[src/rtl/if_stage_if.sv]
// Instruction-memory port of the fetch stage: a valid/ready request channel
// plus a separate response channel.
//
// Handshake: a request transfers on a rising clk edge where imem_req_valid
// and imem_req_ready are both 1. The fetch side does not drop imem_req_valid
// while waiting for ready (only the address may change, on a redirect). The
// memory returns exactly one imem_rsp_valid pulse per accepted request, no
// earlier than the cycle after acceptance, and the response cannot be
// back-pressured.
interface if_stage_if #(
    parameter int XLEN = 32
) ();
    logic            imem_req_valid;
    logic            imem_req_ready;
    logic [XLEN-1:0] imem_addr;
    logic            imem_rsp_valid;
    logic [31:0]     imem_rsp_data;

    modport master (
        output imem_req_valid,
        output imem_addr,
        input  imem_req_ready,
        input  imem_rsp_valid,
        input  imem_rsp_data
    );

    modport slave (
        input  imem_req_valid,
        input  imem_addr,
        output imem_req_ready,
        output imem_rsp_valid,
        output imem_rsp_data
    );
endinterface

[src/rtl/if_stage.sv]
// RV32 fetch stage: owns the PC, issues one instruction fetch at a time,
// discards wrong-path responses after a redirect and fills IF/ID, with a
// one-entry skid buffer for a response that lands while IF/ID is stalled.
module if_stage #(
    parameter int              XLEN     = 32,
    parameter logic [XLEN-1:0] RESET_PC = '0
) (
    input  logic            clk,
    input  logic            rst_n,
    input  logic [1:0]      PCSel,
    input  logic            redirect_valid,
    input  logic [XLEN-1:0] branch_target,
    input  logic [XLEN-1:0] alu_result,
    input  logic            stall,
    if_stage_if.master      imem,
    output logic            if_id_valid,
    output logic [XLEN-1:0] if_id_pc,
    output logic [XLEN-1:0] if_id_pc4,
    output logic [31:0]     if_id_inst,
    output logic [2:0]      dbg_state
);

    typedef enum logic [2:0] {
        S_IDLE = 3'd0,
        S_REQ  = 3'd1,
        S_WAIT = 3'd2,
        S_HOLD = 3'd3,
        S_DROP = 3'd4
    } state_t;

    state_t          state_q, state_d;
    logic [XLEN-1:0] pc_q, pc_d;
    logic            ifid_valid_q, ifid_valid_d;
    logic [XLEN-1:0] ifid_pc_q, ifid_pc_d;
    logic [XLEN-1:0] ifid_pc4_q, ifid_pc4_d;
    logic [31:0]     ifid_inst_q, ifid_inst_d;
    logic            skid_valid_q, skid_valid_d;
    logic [XLEN-1:0] skid_pc_q, skid_pc_d;
    logic [31:0]     skid_inst_q, skid_inst_d;

    logic            redirect;
    logic [XLEN-1:0] target;
    logic [XLEN-1:0] pc_plus4;
    logic            handshake;
    logic            load_ok;
    logic            ld_en;
    logic [XLEN-1:0] ld_pc;
    logic [31:0]     ld_inst;

    // PCSel 11 is reserved and behaves as sequential fetch; JALR clears bit 0.
    assign redirect  = redirect_valid && (PCSel == 2'b01 || PCSel == 2'b10);
    assign target    = (PCSel == 2'b10) ? (alu_result & ~{{(XLEN-1){1'b0}}, 1'b1})
                                        : branch_target;
    assign pc_plus4  = pc_q + XLEN'(4);
    assign handshake = imem.imem_req_valid && imem.imem_req_ready;
    assign load_ok   = !stall || !ifid_valid_q;

    assign imem.imem_req_valid = (state_q == S_REQ);
    assign imem.imem_addr      = pc_q;
    assign if_id_valid         = ifid_valid_q;
    assign if_id_pc            = ifid_pc_q;
    assign if_id_pc4           = ifid_pc4_q;
    assign if_id_inst          = ifid_inst_q;
    assign dbg_state           = state_q;

    // Fetch FSM: next state, next PC, skid buffer and IF/ID load request.
    always_comb begin
        state_d      = state_q;
        pc_d         = pc_q;
        skid_valid_d = skid_valid_q;
        skid_pc_d    = skid_pc_q;
        skid_inst_d  = skid_inst_q;
        ld_en        = 1'b0;
        ld_pc        = pc_q;
        ld_inst      = imem.imem_rsp_data;
        case (state_q)
            S_IDLE: begin
                state_d = S_REQ;
                if (redirect) pc_d = target;
            end
            S_REQ: begin
                // Unaccepted request simply retargets; an accepted one is now stale.
                if (redirect) begin
                    pc_d    = target;
                    state_d = handshake ? S_DROP : S_REQ;
                end else if (handshake) begin
                    state_d = S_WAIT;
                end
            end
            S_WAIT: begin
                if (redirect) begin
                    pc_d    = target;
                    state_d = imem.imem_rsp_valid ? S_REQ : S_DROP;
                end else if (imem.imem_rsp_valid) begin
                    if (load_ok) begin
                        ld_en   = 1'b1;
                        ld_pc   = pc_q;
                        ld_inst = imem.imem_rsp_data;
                        pc_d    = pc_plus4;
                        state_d = S_REQ;
                    end else begin
                        skid_valid_d = 1'b1;
                        skid_pc_d    = pc_q;
                        skid_inst_d  = imem.imem_rsp_data;
                        state_d      = S_HOLD;
                    end
                end
            end
            S_HOLD: begin
                if (redirect) begin
                    skid_valid_d = 1'b0;
                    pc_d         = target;
                    state_d      = S_REQ;
                end else if (load_ok) begin
                    ld_en        = 1'b1;
                    ld_pc        = skid_pc_q;
                    ld_inst      = skid_inst_q;
                    skid_valid_d = 1'b0;
                    pc_d         = pc_plus4;
                    state_d      = S_REQ;
                end
            end
            S_DROP: begin
                // Keep tracking redirects until the stale response drains.
                if (redirect) pc_d = target;
                if (imem.imem_rsp_valid) state_d = S_REQ;
            end
            default: state_d = S_IDLE;
        endcase
    end

    // IF/ID register: flush beats load beats stall-hold beats bubble.
    always_comb begin
        ifid_valid_d = ifid_valid_q;
        ifid_pc_d    = ifid_pc_q;
        ifid_pc4_d   = ifid_pc4_q;
        ifid_inst_d  = ifid_inst_q;
        if (redirect) begin
            ifid_valid_d = 1'b0;
        end else if (ld_en) begin
            ifid_valid_d = 1'b1;
            ifid_pc_d    = ld_pc;
            ifid_pc4_d   = ld_pc + XLEN'(4);
            ifid_inst_d  = ld_inst;
        end else if (!stall) begin
            ifid_valid_d = 1'b0;
        end
    end

    // State, PC, skid buffer and IF/ID registers with synchronous reset.
    always_ff @(posedge clk) begin
        if (!rst_n) begin
            state_q      <= S_IDLE;
            pc_q         <= RESET_PC;
            ifid_valid_q <= 1'b0;
            ifid_pc_q    <= '0;
            ifid_pc4_q   <= '0;
            ifid_inst_q  <= '0;
            skid_valid_q <= 1'b0;
            skid_pc_q    <= '0;
            skid_inst_q  <= '0;
        end else begin
            state_q      <= state_d;
            pc_q         <= pc_d;
            ifid_valid_q <= ifid_valid_d;
            ifid_pc_q    <= ifid_pc_d;
            ifid_pc4_q   <= ifid_pc4_d;
            ifid_inst_q  <= ifid_inst_d;
            skid_valid_q <= skid_valid_d;
            skid_pc_q    <= skid_pc_d;
            skid_inst_q  <= skid_inst_d;
        end
    end

endmodule

[src/flat_wrapper.sv]
// flat-port wrapper written by rule: the top's interface ports become plain ports
module if_stage_flat 
#(
    parameter int              XLEN     = 32,
    parameter logic [XLEN-1:0] RESET_PC = '0
)
  (clk, rst_n, PCSel, redirect_valid, branch_target, alu_result, stall, if_id_valid, if_id_pc, if_id_pc4, if_id_inst, dbg_state, imem_imem_req_valid, imem_imem_addr, imem_imem_req_ready, imem_imem_rsp_valid, imem_imem_rsp_data);
  if_stage_if #(.XLEN(XLEN)) imem_i ();
  input  logic clk;
  input  logic rst_n;
  input  logic [1:0] PCSel;
  input  logic redirect_valid;
  input  logic [XLEN-1:0] branch_target;
  input  logic [XLEN-1:0] alu_result;
  input  logic stall;
  output logic if_id_valid;
  output logic [XLEN-1:0] if_id_pc;
  output logic [XLEN-1:0] if_id_pc4;
  output logic [31:0] if_id_inst;
  output logic [2:0] dbg_state;
  output wire logic [$bits(imem_i.imem_req_valid)-1:0] imem_imem_req_valid;
  output wire logic [$bits(imem_i.imem_addr)-1:0] imem_imem_addr;
  input wire logic [$bits(imem_i.imem_req_ready)-1:0] imem_imem_req_ready;
  input wire logic [$bits(imem_i.imem_rsp_valid)-1:0] imem_imem_rsp_valid;
  input wire logic [$bits(imem_i.imem_rsp_data)-1:0] imem_imem_rsp_data;
  assign imem_imem_req_valid = imem_i.imem_req_valid;
  assign imem_imem_addr = imem_i.imem_addr;
  assign imem_i.imem_req_ready = imem_imem_req_ready;
  assign imem_i.imem_rsp_valid = imem_imem_rsp_valid;
  assign imem_i.imem_rsp_data = imem_imem_rsp_data;
  if_stage #(.XLEN(XLEN), .RESET_PC(RESET_PC)) u_core (.clk(clk), .rst_n(rst_n), .PCSel(PCSel), .redirect_valid(redirect_valid), .branch_target(branch_target), .alu_result(alu_result), .stall(stall), .imem(imem_i), .if_id_valid(if_id_valid), .if_id_pc(if_id_pc), .if_id_pc4(if_id_pc4), .if_id_inst(if_id_inst), .dbg_state(dbg_state));
endmodule
[config.mk]
export PLATFORM = sky130hd
export DESIGN_NAME = if_stage_flat
export DESIGN_NICKNAME = d
export VERILOG_FILES = /design/src/rtl/if_stage_if.sv /design/src/rtl/if_stage.sv /design/src/flat_wrapper.sv
export SDC_FILE = /design/constraint.sdc
export NUM_CORES = 1
export LEC_CHECK = 0
export BUFFER_PORTS_ARGS = -buffer_cell sky130_fd_sc_hd__buf_2
export CAP_MARGIN = 20
export CORE_UTILIZATION = 30
export DETAILED_ROUTE_END_ITERATION = 16
export PLACE_DENSITY = 0.63
export SETUP_SLACK_MARGIN = 0.3
export SYNTH_ARGS = -nofsm -noshare
export SYNTH_HDL_FRONTEND = slang
export SYNTH_SLANG_ARGS = --single-unit
[constraint.sdc]
create_clock -name clk -period 3.2 [get_ports clk]
set_input_delay 0.32 -clock clk [delete_from_list [all_inputs] [get_ports clk]]
set_output_delay 0.32 -clock clk [all_outputs]
set_load 0.02 [all_outputs]
==> impl_metrics.yaml <==
run_status:
  status: "finished, final reports clean"
final_layout:
  fin_area_mm2: 0.01173
  fillers: 3282
  drive_gt1_share_pct: 22.95
  nNetsFinal: 1536
  multi_input_area_mm2: 0.005288
  area_growth_pct: 22.95
  seqCellArea_mm2: 0.003884
synthesis:
  synthFlopType: "dfxtp_1"
  synthCells: 1253
  async_flop_share_pct: 0
  syn_area_per_cell_um2: 7.611
  ys_ff_latch: 194
  synthMostInstantiatedCell: "nand2_1"
  yosysTopAreaCellShare_pct: 40.72
  synth_edf_count: 0
  yosysTopAreaCell: "dfxtp_1"
  yosysSeqAreaShare_pct: 40.72
  syn_area_mm2: 0.009537
  ys_types: 62
  syn-num-nets: 1360
  synth_common_cells: "241 x nand2_1, 194 x dfxtp_1, 135 x nor2_1, 115 x a21oi_1, 99 x clkbuf_1"
  ys.warnings.count: 0
  yosys-top-cells-area: "dfxtp_1 41%, nand2_1 9.5%, mux2i_1 6.2%"
cts:
  cts_inserted_buffers: 17
  numClockSinks: 194
  cts_root_buffer: "clkbuf_16"
  h-tree-depth: 4
  cts_hold_buf: 0
  ctsLongestPathBuffers: 2
  post_cts_buffers: 0
  tritoncts: "yes"
  insertion_delay_ns: 0.44
  cts.reportedPaths.clkPinSlew_ns: 0.08
  cts-resized-gates: 0
power_and_ir_drop:
  powerDensity_mw_per_mm2: 479.0
  p_int_uw: 3910
  p_sw_share_pct: 30.37
  combinationalPowerShare_pct: 15.4
  peakVddDrop_v: 0.0003746
  pwr-share-seq_pct: 47.1
  p_clk_share_pct: 37.6
  leakagePower_uw: 0.004695
  switchingPower_uw: 1706
setup_path:
  cp.required_ns: 3.58
  cp_top_family: "simple AND/OR/NAND/NOR gates"
  slowest_delay_ns: 0.53
  slowest_stage: "or4_1"
  path_buf_inv: 2
  end_kind: "register"
  cp_data_arrival_time_ns: 3.05
  worstPathMaxFanout: 25
  start_kind: "register"
  path_cells: "nand2b_1, nor3_4, buf_4, mux2i_1, buf_4, or2_0, or4_1, nand3_1"
  worst_path_most_repeated_cell: "buf_4"
  critical_path_class: "reg -> reg"
timing:
  drv_slew: 0
  relSlewSlack_pct: 32.87
  final.min_clock_period_ns: 2.667
  tns_ns: 0
  worst_slew_pin_slew_ns: 1.006
  skew_ns: 0.01769
  fmax_mhz: 374.9
  hold_viol: 0
  fin_crit_sh_pct: 83.36
  finalSetupViolations: 0
  rsz0062_at_grt: "no"
die:
  dieWidth_um: 180.3
  start_util_pct: 30.85
  die_h_um: 180.3
  die_area_mm2: 0.03251
  boundaryPins: 237
  core.rowCount: 64
  core_mm2: 0.03091
grt:
  grt_start_max_net_pins: 132
  grt_pass1_vias: 8489
  antenna_found_initial: 1
  grt_pass1_wl_um: 48640
  overflow: 0
  grt_usage_pct: 18.74
worst_hold_path:
  hp-class: "in -> reg"
drt:
  drt_first_pass_iters: 6
  antenna_left: 0
  routedWlPerCell_um: 16.91
  drt_iter0_markers: 874
  vias_per_cell: 5.272
  drc_errors: 0
  routed_wl_um: 31100
  routed-via-count: 9695
placed_design:
  place_area_mm2: 0.01115
  gp_congestion: 0.8324
  io_buffers: 235
  dpl.hpwl_um: 22300
flow_run:
  cap_violations: 0
==> final timing paths <==
check,startpoint,endpoint,slack (ns),cells after the start
max,u_core.dbg_state[2],u_core.if_id_pc4[28],0.53,8
min,imem_imem_rsp_data[19],u_core.skid_inst_q[19],0.13,3
max reg2reg,u_core.dbg_state[2],u_core.if_id_pc4[28],0.53,8
min reg2reg,u_core.if_id_pc[23],u_core.if_id_pc[23],0.45,2
==> power groups by stage <==
stage | combinational, µW | clock [µW] | sequential, µW
CTS | 866 | 2160 | 2640
finish | 864 | 2110 | 2640
detailed placement | 863 | 0 | 2700
floorplan | 459 | 0 | 2730
global route | 944 | 2240 | 2660
global placement | 855 | 0 | 2690
==> state kept, by name (all words and copies together) (netlist names) <==
register	cells
u_core.if_id_inst	32
u_core.if_id_pc	32
u_core.imem.imem_addr	32
u_core.skid_inst_q	32
u_core.skid_pc_q	32
u_core.if_id_pc4	30
u_core.dbg_state	3
u_core.if_id_valid	1
==> final cells by class <==
cell class	instances	area share, %
flip-flops and latches	194	33.12
diodes	1	0.02134
clock buffers	18	3.746
multi-input cells	944	45.10
repair buffers	267	12.51
clock inverters	14	1.099
well taps	396	4.226
inverters	5	0.1814
==> logic make-up after synthesis <==
logic type      share of synthesized area [%]
compound gates                          20.06
xor+xnor                               0.8266
fa+ha+maj                              0.3936
buf+inv                                 4.631
flops                                   40.72
mux                                     6.783
simple gates                            26.58
==> metrics by stage <==
step	hold WS, ns	setup WS [ns]	total power [µW]	cells	util (%)
finish	0.1313	0.5325	5616	1839	37.93
global route	0.1251	0.3426	5843	1838	37.93
CTS	0.1112	0.5454	5664	1838	37.93
detailed placement	0.4442	0.3844	3559	1806	36.09
global placement	0.4380	0.4338	3547	1806	36.09
floorplan	0.4357	0.3203	3191	1253	-
==> placed cells by master (no fill, tap or decap), drive strengths merged, types with 8 or more instances in the layout <==
cell type  instances
a211oi            33
a21oi            115
a311oi            36
a31oi              9
and3              20
buf              267
clkbuf            18
dfxtp            194
inv                9
mux2i             59
nand2            241
nand3             90
nand4             21
nor2             135
nor2b              8
nor3              21
o211ai             9
o21ai             47
==> tightest hold or removal path: cells and delay by family <==
kind	cells	cell delay, ns
AO/OA/AOI/OAI	1	0.05
buffers and inverters	1	0.11
AND/OR/NAND/NOR	1	0.05
==> metal layers <==
metal  track usage, %  wire length [µm]
met3            3.314              1902
met5                0                13
met2            28.02             13760
met4            4.274               228
met1            27.69             15190
(Power assumes the default switching activity.)
